### config.mk
export PLATFORM = sky130hd
export DESIGN_NAME = io_uart
export DESIGN_NICKNAME = d
export VERILOG_FILES = /design/src/rtl/io_uart.sv
export SDC_FILE = /design/constraint.sdc
export NUM_CORES = 1
export LEC_CHECK = 0
export ABC_AREA = 1
export CAP_MARGIN = 20
export CORE_UTILIZATION = 50
export CTS_CLUSTER_DIAMETER = 200
export CTS_CLUSTER_SIZE = 40
export DETAILED_ROUTE_END_ITERATION = 7
export GPL_TIMING_DRIVEN = 0
export PLACE_DENSITY = 0.69
export SYNTH_ARGS = -nofsm -noshare
export SYNTH_HDL_FRONTEND = slang
export SYNTH_SLANG_ARGS = --single-unit
### constraint.sdc
create_clock -name i_clk -period 4.3 [get_ports i_clk]
set_input_delay 0.86 -clock i_clk [delete_from_list [all_inputs] [get_ports i_clk]]
set_output_delay 0.86 -clock i_clk [all_outputs]
set_load 0.01 [all_outputs]
### src/rtl/io_uart.sv
// io_uart: memory-mapped UART on the CPU I/O bus.
// The TX path is a small FIFO feeding an 8N1 serializer. The RX path deserializes
// into a holding register with sticky status flags, which the CPU polls.
module io_uart #(
  parameter int unsigned CLKS_PER_BIT = 868,
  parameter logic [7:0]  BASE_ADDR    = 8'h10,
  parameter int unsigned TX_DEPTH     = 4
) (
  input  logic       i_clk,
  input  logic       i_reset,
  input  logic [7:0] i_bus,
  output logic [7:0] o_bus,
  output logic       o_busNOE,
  input  logic       i_ioSelect,
  input  logic [7:0] i_ioAddress,
  input  logic       i_ioNOE,
  input  logic       i_ioNWE,
  input  logic       i_rx,
  output logic       o_tx
);

  localparam int unsigned CW = $clog2(CLKS_PER_BIT);
  localparam int unsigned PW = $clog2(TX_DEPTH);
  localparam logic [CW-1:0] FULL_BIT  = CW'(CLKS_PER_BIT - 1);
  localparam logic [CW-1:0] HALF_BIT  = CW'(CLKS_PER_BIT / 2 - 1);
  localparam logic [7:0]    ADDR_STAT = BASE_ADDR + 8'd1;
  localparam logic [PW:0]   FIFO_FULL = (PW + 1)'(TX_DEPTH);

  typedef enum logic [1:0] {IDLE, START, DATA, STOP} uartState_t;

  // ---------------- bus decode ----------------
  logic       addrData, addrStat, rdEn;
  logic       wrDataHit, wrStatHit, rdDataHit;
  logic [2:0] hitQ, hitQ2, hitPulse;
  logic [7:0] busQ;
  logic       wrDataPulse, wrStatPulse, rdDataPulse;
  logic [7:0] status, rxData;
  logic       txOverflow, frameErr, rxOverrun, rxValid, txEmpty, txFull;

  assign addrData  = (i_ioAddress == BASE_ADDR);
  assign addrStat  = (i_ioAddress == ADDR_STAT);
  assign rdEn      = i_ioSelect & ~i_ioNOE & (addrData | addrStat);
  assign wrDataHit = i_ioSelect & ~i_ioNWE & addrData;
  assign wrStatHit = i_ioSelect & ~i_ioNWE & addrStat;
  assign rdDataHit = i_ioSelect & ~i_ioNOE & addrData;

  assign status   = {2'b00, txOverflow, frameErr, rxOverrun, rxValid, txEmpty, txFull};
  assign o_busNOE = ~rdEn;
  assign o_bus    = rdEn ? (addrData ? rxData : status) : '0;

  // Register the strobe hits (and write data) so each assertion yields one pulse.
  always_ff @(posedge i_clk) begin
    if (i_reset) begin
      hitQ  <= '0;
      hitQ2 <= '0;
      busQ  <= '0;
    end else begin
      hitQ  <= {rdDataHit, wrStatHit, wrDataHit};
      hitQ2 <= hitQ;
      busQ  <= i_bus;
    end
  end

  assign hitPulse    = hitQ & ~hitQ2;
  assign wrDataPulse = hitPulse[0];
  assign wrStatPulse = hitPulse[1];
  assign rdDataPulse = hitPulse[2];

  // ---------------- TX FIFO ----------------
  logic [7:0]    fifoMem [TX_DEPTH];
  logic [PW-1:0] wrPtr, rdPtr;
  logic [PW:0]   count;
  logic          pushOk, txPop;

  assign txFull = (count == FIFO_FULL);
  assign pushOk = wrDataPulse & ~txFull;

  // FIFO storage; no reset needed since occupancy is tracked by count.
  always_ff @(posedge i_clk) begin
    if (pushOk) fifoMem[wrPtr] <= busQ;
  end

  // FIFO pointers and occupancy.
  always_ff @(posedge i_clk) begin
    if (i_reset) begin
      wrPtr <= '0;
      rdPtr <= '0;
      count <= '0;
    end else begin
      if (pushOk) wrPtr <= wrPtr + 1'b1;
      if (txPop)  rdPtr <= rdPtr + 1'b1;
      case ({pushOk, txPop})
        2'b10:   count <= count + 1'b1;
        2'b01:   count <= count - 1'b1;
        default: count <= count;
      endcase
    end
  end

  // ---------------- TX FSM ----------------
  uartState_t    txState, txNext;
  logic [CW-1:0] txCnt;
  logic [2:0]    txBit;
  logic [7:0]    txShift;
  logic          txTick, txLine;

  assign txTick  = (txCnt == '0);
  assign txEmpty = (count == '0) & (txState == IDLE);
  assign o_tx    = txLine;

  // TX state register.
  always_ff @(posedge i_clk) begin
    if (i_reset) txState <= IDLE;
    else         txState <= txNext;
  end

  // TX next-state and FIFO pop.
  always_comb begin
    txNext = txState;
    txPop  = 1'b0;
    case (txState)
      IDLE:  if (count != '0) begin
               txNext = START;
               txPop  = 1'b1;
             end
      START: if (txTick) txNext = DATA;
      DATA:  if (txTick && txBit == 3'd7) txNext = STOP;
      STOP:  if (txTick) txNext = IDLE;
      default: txNext = IDLE;
    endcase
  end

  // TX datapath; the line register follows the current state one edge later,
  // which keeps every level exactly CLKS_PER_BIT cycles wide.
  always_ff @(posedge i_clk) begin
    if (i_reset) begin
      txCnt   <= '0;
      txBit   <= '0;
      txShift <= '0;
      txLine  <= 1'b1;
    end else begin
      if (txNext != txState || txTick) txCnt <= FULL_BIT;
      else                             txCnt <= txCnt - 1'b1;
      if (txPop) txShift <= fifoMem[rdPtr];
      else if (txState == DATA && txTick) txShift <= {1'b0, txShift[7:1]};
      if (txState == DATA && txTick) txBit <= txBit + 1'b1;
      case (txState)
        START:   txLine <= 1'b0;
        DATA:    txLine <= txShift[0];
        default: txLine <= 1'b1;
      endcase
    end
  end

  // ---------------- RX path ----------------
  uartState_t    rxState, rxNext;
  logic [1:0]    rxSyncQ;
  logic          rxSync, rxTick, rxDone, rxFrameBad;
  logic [CW-1:0] rxCnt;
  logic [2:0]    rxBit;
  logic [7:0]    rxShift;

  assign rxSync = rxSyncQ[1];
  assign rxTick = (rxCnt == '0);

  // Two-flop synchronizer for the asynchronous serial input.
  always_ff @(posedge i_clk) begin
    if (i_reset) rxSyncQ <= 2'b11;
    else         rxSyncQ <= {rxSyncQ[0], i_rx};
  end

  // RX state register.
  always_ff @(posedge i_clk) begin
    if (i_reset) rxState <= IDLE;
    else         rxState <= rxNext;
  end

  // RX next-state and frame completion decode.
  always_comb begin
    rxNext     = rxState;
    rxDone     = 1'b0;
    rxFrameBad = 1'b0;
    case (rxState)
      IDLE:  if (!rxSync) rxNext = START;
      START: if (rxTick) rxNext = rxSync ? IDLE : DATA;
      DATA:  if (rxTick && rxBit == 3'd7) rxNext = STOP;
      STOP:  if (rxTick) begin
               rxNext     = IDLE;
               rxDone     = rxSync;
               rxFrameBad = ~rxSync;
             end
      default: rxNext = IDLE;
    endcase
  end

  // RX counters and deserializer; the first reload is half a bit to hit mid-bit.
  always_ff @(posedge i_clk) begin
    if (i_reset) begin
      rxCnt   <= '0;
      rxBit   <= '0;
      rxShift <= '0;
    end else begin
      if (rxNext != rxState || rxTick) rxCnt <= (rxNext == START) ? HALF_BIT : FULL_BIT;
      else                             rxCnt <= rxCnt - 1'b1;
      if (rxState == DATA && rxTick) begin
        rxShift <= {rxSync, rxShift[7:1]};
        rxBit   <= rxBit + 1'b1;
      end
    end
  end

  // Holding register and sticky flags; a read in the completion cycle frees the slot.
  always_ff @(posedge i_clk) begin
    if (i_reset) begin
      rxData     <= '0;
      rxValid    <= 1'b0;
      rxOverrun  <= 1'b0;
      frameErr   <= 1'b0;
      txOverflow <= 1'b0;
    end else begin
      if (wrStatPulse) begin
        txOverflow <= 1'b0;
        frameErr   <= 1'b0;
        rxOverrun  <= 1'b0;
      end
      if (wrDataPulse && txFull) txOverflow <= 1'b1;
      if (rxFrameBad) frameErr <= 1'b1;
      if (rxDone) begin
        if (rxValid && !rdDataPulse) rxOverrun <= 1'b1;
        else begin
          rxData  <= rxShift;
          rxValid <= 1'b1;
        end
      end else if (rdDataPulse) begin
        rxValid <= 1'b0;
      end
    end
  end

endmodule

---- Word-level counts from Yosys, hierarchy flattened ----
Memory sizes are Yosys's and may differ from the RTL's. A register that Yosys moved wholly into a read port is not among the register bits.
Cells that the tools add are included.
word-level totals
  bits in registers ....................... 82
  output and inout bits ................... 10
  memories ................................ 1
  bits in writable memories ............... 32
memory list
  memory   depth  width  rd ports  clocked after memory_dff  write ports  RTL line  text
  fifoMem  4      8      1         1                         1            70        logic [7:0] fifoMem [TX_DEPTH];
cells by class
  multiplexer cells ....................... 39
  bitwise gates (word level) .............. 17
  add/subtract/negate cells ............... 8
  eq/ne operators ......................... 17
  reduce and logical (&&, ||, !) cells .... 23
operator list
  operator                                              number
  two-way mux 8 bit                                     4
  two-way mux 10 bit                                    3
  two-way mux 2 bit                                     11
  zero test 10 bit                                      2
  subtractor 10 x 1 -> 10 bit (second input constant)   2
  two-way mux 1 bit                                     17
  equality test 8 x 5 -> 1 bit (second input constant)  2
  case mux 2 bit (4 select lines)                       2
  equality test 2 bit (second input constant)           5
  nonzero test 2 bit                                    5
  adder 3 x 1 -> 3 bit (second input constant)          3
  equality test 3 bit (second input constant)           3
  bitwise AND 1 bit                                     8
  equality test 2 x 1 -> 1 bit (second input constant)  4
  logical AND 1 bit                                     6
  inverter 1 bit                                        6
  case mux 3 bit (2 select lines)                       1
  adder 2 x 1 -> 2 bit (second input constant)          2
  zero test 2 bit                                       2
  inequality test 2 bit                                 2
  AND reduction 2 bit                                   2
  bitwise AND 3 bit                                     1
  zero test 3 bit                                       1
  inverter 3 bit                                        1
  other kinds (8)                                       9

---- Logic depth before layout (Yosys ltp) ----
Gate-level depths: netlist (run 1).
  depth in word-level cells ............... 7
  mapped depth ............................ 12
  depth with buffers taken out ............ 12

---- Least setup slack after synthesis (run 1) ----
Ideal clock, no wire load.
  path kind ............................... input-to-output
  start ................................... in i_ioAddress[7]
  end ..................................... out o_bus[1]
  arrival ................................. 1.999 ns
  stages on the path ...................... 5
  slack ................................... 1.441 ns
  path through ............................ nor3b_1 nand3_1 nor3_1 inv_1 a211oi_1
on the way
  cells in the longest elaborated chain, start to end .. 4
RTL lines
  element                                          RTL line  text
  start: declaration                               15        input logic [7:0] i_ioAddress,
  equality test 8 x 5 -> 1 bit (on tied branches)  40, 41
  OR 1 bit                                         42        assign rdEn = i_ioSelect & ~i_ioNOE & (addrData | addrStat);
  bitwise AND 1 bit                                42
  two-way mux 8 bit (*)                            49        assign o_bus = rdEn ? (addrData ? rxData : status) : '0;
  end: declaration                                 12        output logic [7:0] o_bus,
Every way passes the cells marked *; elsewhere a longest branch is shown, timed or not.

---- Final worst setup path (run 1) ----
  start ................................... in i_ioAddress[4]
  end ..................................... out o_bus[1]
The elaborated chain is that of the path after synthesis.

==> results.ini, run 1 <==
[route]
route.antenna.remaining_nets = 0
wl_per_cell_um = 13.2
routed_wl_um = 9860
drc = 0
viasPerCell = 4.96
vias = 3708
first_iter_violations = 181
firstDrtPassIters = 5

[setup_path]
crit_type = input pin to output port
path_common_cell = clkdlybuf4s50_1
slowest_stage = clkdlybuf4s50_1
cp-start-kind = input pin
crit_path_max_incr_delay_ns = 0.57
arrival_ns = 2.99
r2r-start = txState[0]
r2r_end = count[2]
r2r_cells = 11
r2r_slack_ns = 2.11
end_kind = output port
crit_required_ns = 3.44
crit_fanout = 6
timing.critical_path.cells = clkdlybuf4s50_1, nor3b_1, nand3_1, nor3_1, inv_1, a211oi_1, clkdlybuf4s50_1

[clock_network]
clock_latency_ns = 0.51
htreeDepth = 4
cts_hold_buf = 0
cts_buffers = 17
clockBufferDepth = 2
cts_resized = 0
cts_root_buf = clkbuf_8
clk_pin_slew_ns = 0.05
clock-sinks = 116
post-cts-setup-buffers = 0
cts_tree = yes

[synthesis]
synth_area_leaders = dfxtp_1, edfxtp_1, nor2_1, nand2_1, inv_1
yosysMostFrequentCell = nor2_1
ys_async_sr_fraction_pct = 0
yosys.area.top_type = dfxtp_1
synthFlopType = dfxtp_1
syn-mean-instance-area_um2 = 8.64
ys_ff_latch = 116
ys_warn_count = 0
synth_edf_count = 32
ys_seq_area_share_pct = 55.0
syn_inst = 556
synth.net_count = 591
synthTopCellsByCount = nor2_1, dfxtp_1, nand2_1, inv_1
netlist.area_leader.share_pct = 35.0
syn-cell-area_um2 = 4800
yosysUniqueCellTypes = 36

[floorplanning]
io_pins = 32
initial_core_util_pct = 51.8
die_w_um = 100
dieHeight_um = 100
dieArea_um2 = 10000
row_count = 35
core_region_area_um2 = 9280

[placed_design]
hpwl_um = 6660
dp_cells = 715
gp_congestion = 0.826
port_buffers = 30

[pwr]
fin_total_pwr_mw = 3.73
power.leakage_nw = 2.38
vdd_ir_drop_max_uv = 374
power_density_nw_per_um2 = 635

[layout]
layout-drive-gt1-share_pct = 9.06
multi_input_area_um2 = 1820
finalNonFillerCells = 747
area_delta_synth_final_pct = 22.3
seqCellArea_um2 = 2640
antenna-diode-count = 0
n_fill_cell = 773
nets = 640

[min_path]
holdPathStages = 1
hold_class = flip-flop to flip-flop
hold_end = rxSyncQ[1]
min_from = rxSyncQ[0]

[global_route]
grt_pass1_vias = 3568
grt_pass1_wl_um = 16300
grt_overflow = 0
antenna_found_initial = 0
grt_max_degree = 17
gr-usage-all-layers_pct = 21.3

[sta]
fin_worst_skew_ns = 0.00723
drv_slew = 0
rsz0062_at_grt = false
fmax_mhz = 260
fin_setup_tns_ns = 0
setup_viol = 0
hold_viol_final = 0
finalCritPeriodShare_pct = 89.5
maxSlewHeadroom_pct = 44.2
worst_slew_pin_slew_ns = 0.834
period_minus_slack_ns = 3.85

[outcome]
outcome = completed

[job]
timing.max_cap.violations = 0

==> per-stage QoR <==
stage          worst slack, ns  util (%)  instance area (um2)  hold WS (ns)
3_3_place_gp             0.413      56.7                 5270         0.392
6_report                 0.450      63.3                 5880         0.421
2_1_floorplan             1.44         -                 4800         0.389
5_1_grt                  0.177      63.3                 5880         0.433
4_1_cts                  0.415      63.3                 5880         0.426
3_5_place_dp             0.422      56.7                 5270         0.413
==> layout by cell type (no fill, tap or decap), types with 2 or more instances in the layout <==
cell	n
or2_2	3
nor3b_1	2
ha_1	12
clkbuf_1	11
nor2_1	89
nand2_2	5
nor3_1	10
edfxtp_1	32
nor4_1	2
buf_4	2
bufinv_16	3
mux2i_1	2
clkbuf_8	4
clkinv_2	5
inv_1	67
nand4_1	3
clkbuf_16	17
nor2_2	2
dfxtp_1	84
xnor2_1	9
o21ai_0	50
buf_2	5
xor2_1	7
clkdlybuf4s50_1	30
nand3_1	21
nand3_2	2
nand2_1	75
a21oi_1	50
==> routing by layer <==
metal / vias up / part of all wire, % / GRT usage, %
met5: - / 0 / 0
met4: 0 / 1.1 / 7.92
met3: 10 / 3.9 / 6.69
met2: 72 / 50 / 36.5
met1: 1718 / 45 / 25.1
li1: 1908 / - / -
==> logic make-up (layout without fill, tap and decap cells) <==
family / Yosys count / after routing / share of synthesized area (%)
flops: 116 / 116 / 55.0
fa+ha+maj: 13 / 13 / 3.54
mux: 2 / 2 / 0.417
xor+xnor: 16 / 16 / 2.92
simple gates: 217 / 217 / 19.5
buf+inv: 86 / 148 / 7.19
compound gates: 106 / 106 / 11.4
==> report_power, final <==
| group | switching (mW) | leakage, nW | internal [mW] |
|---|---|---|---|
| Sequential | 0.111 | 0.978 | 1.26 |
| Combinational | 0.575 | 1.10 | 0.359 |
| Clock | 0.469 | 0.307 | 0.958 |
==> worst max-delay path: cells and delay by family <==
family                 cells  cell delay [ns]
AO/OA/AOI/OAI              1             0.23
buffers and inverters      3             1.13
AND/OR/NAND/NOR            3             0.77
==> layout make-up <==
class | instances | share of cell area, %
plain buffers | 19 | 1.60
clock buffers | 23 | 8.30
clock inverters | 9 | 2.07
inverters | 67 | 4.28
multi-input cells | 354 | 30.9
flip-flops and latches | 116 | 45.0
well taps | 129 | 2.75
repair buffers | 30 | 5.11
==> registers in the layout, indices dropped and copies added, names as in the netlist, 2 cells and up, named ones only <==
register  flops
fifoMem      32
rxCnt        10
txCnt        10
busQ          8
rxData        8
rxShift       8
txShift       8
count         3
hitQ2         3
hitQ          3
rxBit         3
txBit         3
rdPtr         2
rxState       2
rxSyncQ       2
txState       2
wrPtr         2
==> worst max-delay path by stage <==
stage,slack (ns),endpoint,start,depth (start not counted)
final,0.45,o_bus[1],i_ioAddress[4],7
after global routing,0.18,o_bus[1],i_ioAddress[4],7
after CTS,0.41,o_bus[1],i_ioAddress[4],7
after detailed placement,0.42,o_bus[1],i_ioAddress[4],7
after global placement,0.41,o_bus[1],i_ioAddress[4],7
after floorplan,1.44,o_bus[1],i_ioAddress[7],5
Note: power is estimated with default switching activity, not from simulation.
==> run 2, diff against run 1 <==
--- a/config.mk
+++ b/config.mk
@@ -7,6 +7,7 @@
 export LEC_CHECK = 0
 export ABC_AREA = 1
 export CAP_MARGIN = 20
+export CORE_MARGIN = 4
 export CORE_UTILIZATION = 50
 export CTS_CLUSTER_DIAMETER = 200
 export CTS_CLUSTER_SIZE = 40
==> run 2 against run 1 <==
  * Register-to-register slack got worse by 0.02 ns
  * Non-clock buffer count unchanged
  * Core utilization increased by 0.054 points
  * Global-route usage fell by 2.4 points
  * Final cell count is the same
  * Critical path depth did not move
  * Sequential cell count is the same
  * Power shrank 0.21%
  * Clock power barely moved
  * Maximum frequency shrank 0.93%
  * Clock-buffer cell count is 1 higher
  * First-iteration DRC count increased by 2.2%
==> results.ini, run 2 (synthesized netlist as in run 1, its figures left out) <==
[outcome]
outcome = completed

[sta]
finalCritPeriodShare_pct = 90.4  ; +0.84 points
period_minus_slack_ns = 3.89  ; +0.0361 ns
rsz0062_at_grt = false
fin_hold_ws_ns = 0.410  ; -0.0115 ns
fin_setup_tns_ns = 0  ; unchanged
fmax_mhz = 257  ; -0.93%
setup_viol = 0  ; unchanged
drv_slew = 0  ; unchanged
hold_viol_final = 0  ; unchanged
worst_slew_pin_slew_ns = 0.828  ; -0.00662 ns
fin_worst_skew_ns = 0.0131  ; +0.00589 ns
maxSlewHeadroom_pct = 44.6  ; +0.44 points

[setup_path]
timing.critical_path.cells = clkdlybuf4s50_1, nor3b_1, nand3_1, nor3_1, inv_1, a211oi_1, clkdlybuf4s50_1
r2r-start = txState[0]
crit_path_max_incr_delay_ns = 0.57  ; about the same
r2r_end = count[2]
slowest_stage = clkdlybuf4s50_1
end_kind = output port
path_common_cell = clkdlybuf4s50_1
r2r_slack_ns = 2.09  ; -0.02 ns
crit_type = input pin to output port
crit_required_ns = 3.44  ; about the same
crit_fanout = 6  ; unchanged
arrival_ns = 3.03  ; +0.04 ns
cp-start-kind = input pin
r2r_cells = 11  ; unchanged

[clock_network]
clock-sinks = 116  ; unchanged
cts_root_buf = clkbuf_8
clockBufferDepth = 2  ; unchanged
clock_latency_ns = 0.51  ; about the same
post-cts-setup-buffers = 0  ; unchanged
cts_hold_buf = 0  ; unchanged
cts_tree = yes
clk_pin_slew_ns = 0.05  ; about the same
cts_buffers = 17  ; unchanged
cts_resized = 0  ; unchanged
htreeDepth = 4  ; unchanged

[route]
drc = 0  ; unchanged
wl_per_cell_um = 13.3  ; +0.66%
first_iter_violations = 185  ; +2.2%
routed_wl_um = 9920  ; +0.66%
viasPerCell = 4.96  ; -0.13%
firstDrtPassIters = 5  ; unchanged
route.antenna.remaining_nets = 0  ; unchanged
vias = 3703  ; -0.13%

[placed_design]
hpwl_um = 6670  ; +0.18%
port_buffers = 30  ; unchanged
gp_congestion = 0.784  ; -5.1%

[global_route]
antenna_found_initial = 0  ; unchanged
grt_max_degree = 17  ; unchanged
grt_overflow = 0  ; unchanged
gr-usage-all-layers_pct = 18.9  ; -2.4 points
grt_pass1_wl_um = 16800  ; +3.1%
grt_pass1_vias = 3651  ; +2.3%

[layout]
regMostFlops = fifoMem
layout_common_cells = nor2_1, dfxtp_1, nand2_1
antenna-diode-count = 0  ; unchanged
nets = 640  ; unchanged
reg_top3 = fifoMem: 32 flops, rxCnt: 10 flops, txCnt: 10 flops
final_common_cell = nor2_1
area_delta_synth_final_pct = 22.4  ; about the same
n_fill_cell = 778  ; +0.65%
largest_reg_flops = 32  ; unchanged
layout-drive-gt1-share_pct = 9.22  ; +0.16 points

[floorplanning]
io_pins = 32  ; unchanged
dieHeight_um = 106  ; +6.0%
core_region_area_um2 = 9280  ; unchanged
initial_core_util_pct = 51.8  ; unchanged
die_w_um = 106  ; +6.0%
dieArea_um2 = 11200  ; +12%
row_count = 35  ; unchanged

[min_path]
hold_end = rxSyncQ[1]
hold_class = flip-flop to flip-flop
holdPathStages = 1  ; unchanged
min_from = rxSyncQ[0]

[pwr]
vdd_ir_drop_max_uv = 346  ; -7.4%
power_density_nw_per_um2 = 633  ; -0.29%
power.leakage_nw = 2.39  ; +0.18%

[job]
timing.max_cap.violations = 0  ; unchanged

-- run 2: worst max path at each step --
stage,from,depth (start not counted),endpoint,slack [ns]
3_5_place_dp,i_ioAddress[4],7,o_bus[4],0.43
6_report,i_ioAddress[4],7,o_bus[1],0.41
5_1_grt,i_ioAddress[4],7,o_bus[3],0.18
4_1_cts,i_ioAddress[4],7,o_bus[1],0.41
3_3_place_gp,i_ioAddress[4],7,o_bus[1],0.44
2_1_floorplan,i_ioAddress[7],5,o_bus[1],1.44
-- run 2: cell type report --
type / instances / area [um2] / area share, %
buffer: 19 / 93.8 / 1.60
clock buffer: 24 / 523 / 8.89
clock inverter: 8 / 91.3 / 1.55
inverter: 67 / 251 / 4.28
multi-input combinational: 354 / 1820 / 30.9
sequential: 116 / 2640 / 44.9
tap: 129 / 161 / 2.74
timing repair buffer: 30 / 300 / 5.11
-- run 2: metal layers --
layer	part of all wire [%]	vias to the layer above	global-route usage (%)
li1	-	1906	-
met1	46	1722	23.4
met2	48	67	31.7
met3	5.3	8	5.71
met4	0.87	0	5.55
met5	0	-	0
-- run 2: metrics by stage --
stage	instances	utilization (%)	worst slack (ns)	instance area (um2)	total power, mW
floorplan	556	-	1.44	4800	2.10
global placement	715	56.7	0.436	5270	2.29
detailed placement	715	56.7	0.425	5270	2.32
CTS	747	63.3	0.407	5880	3.74
global route	747	63.3	0.176	5880	3.97
finish	747	63.3	0.414	5880	3.72
-- run 2: worst max-delay path, delay by kind of cell --
kind	cells	cell delay, ns
buf+inv	3	1.14
simple gates	3	0.78
compound gates	1	0.23
-- run 2: power breakdown --
group / internal, mW / total, mW / switching (mW)
Sequential: 1.26 / 1.37 / 0.113
Combinational: 0.359 / 0.934 / 0.575
Clock: 0.950 / 1.42 / 0.467
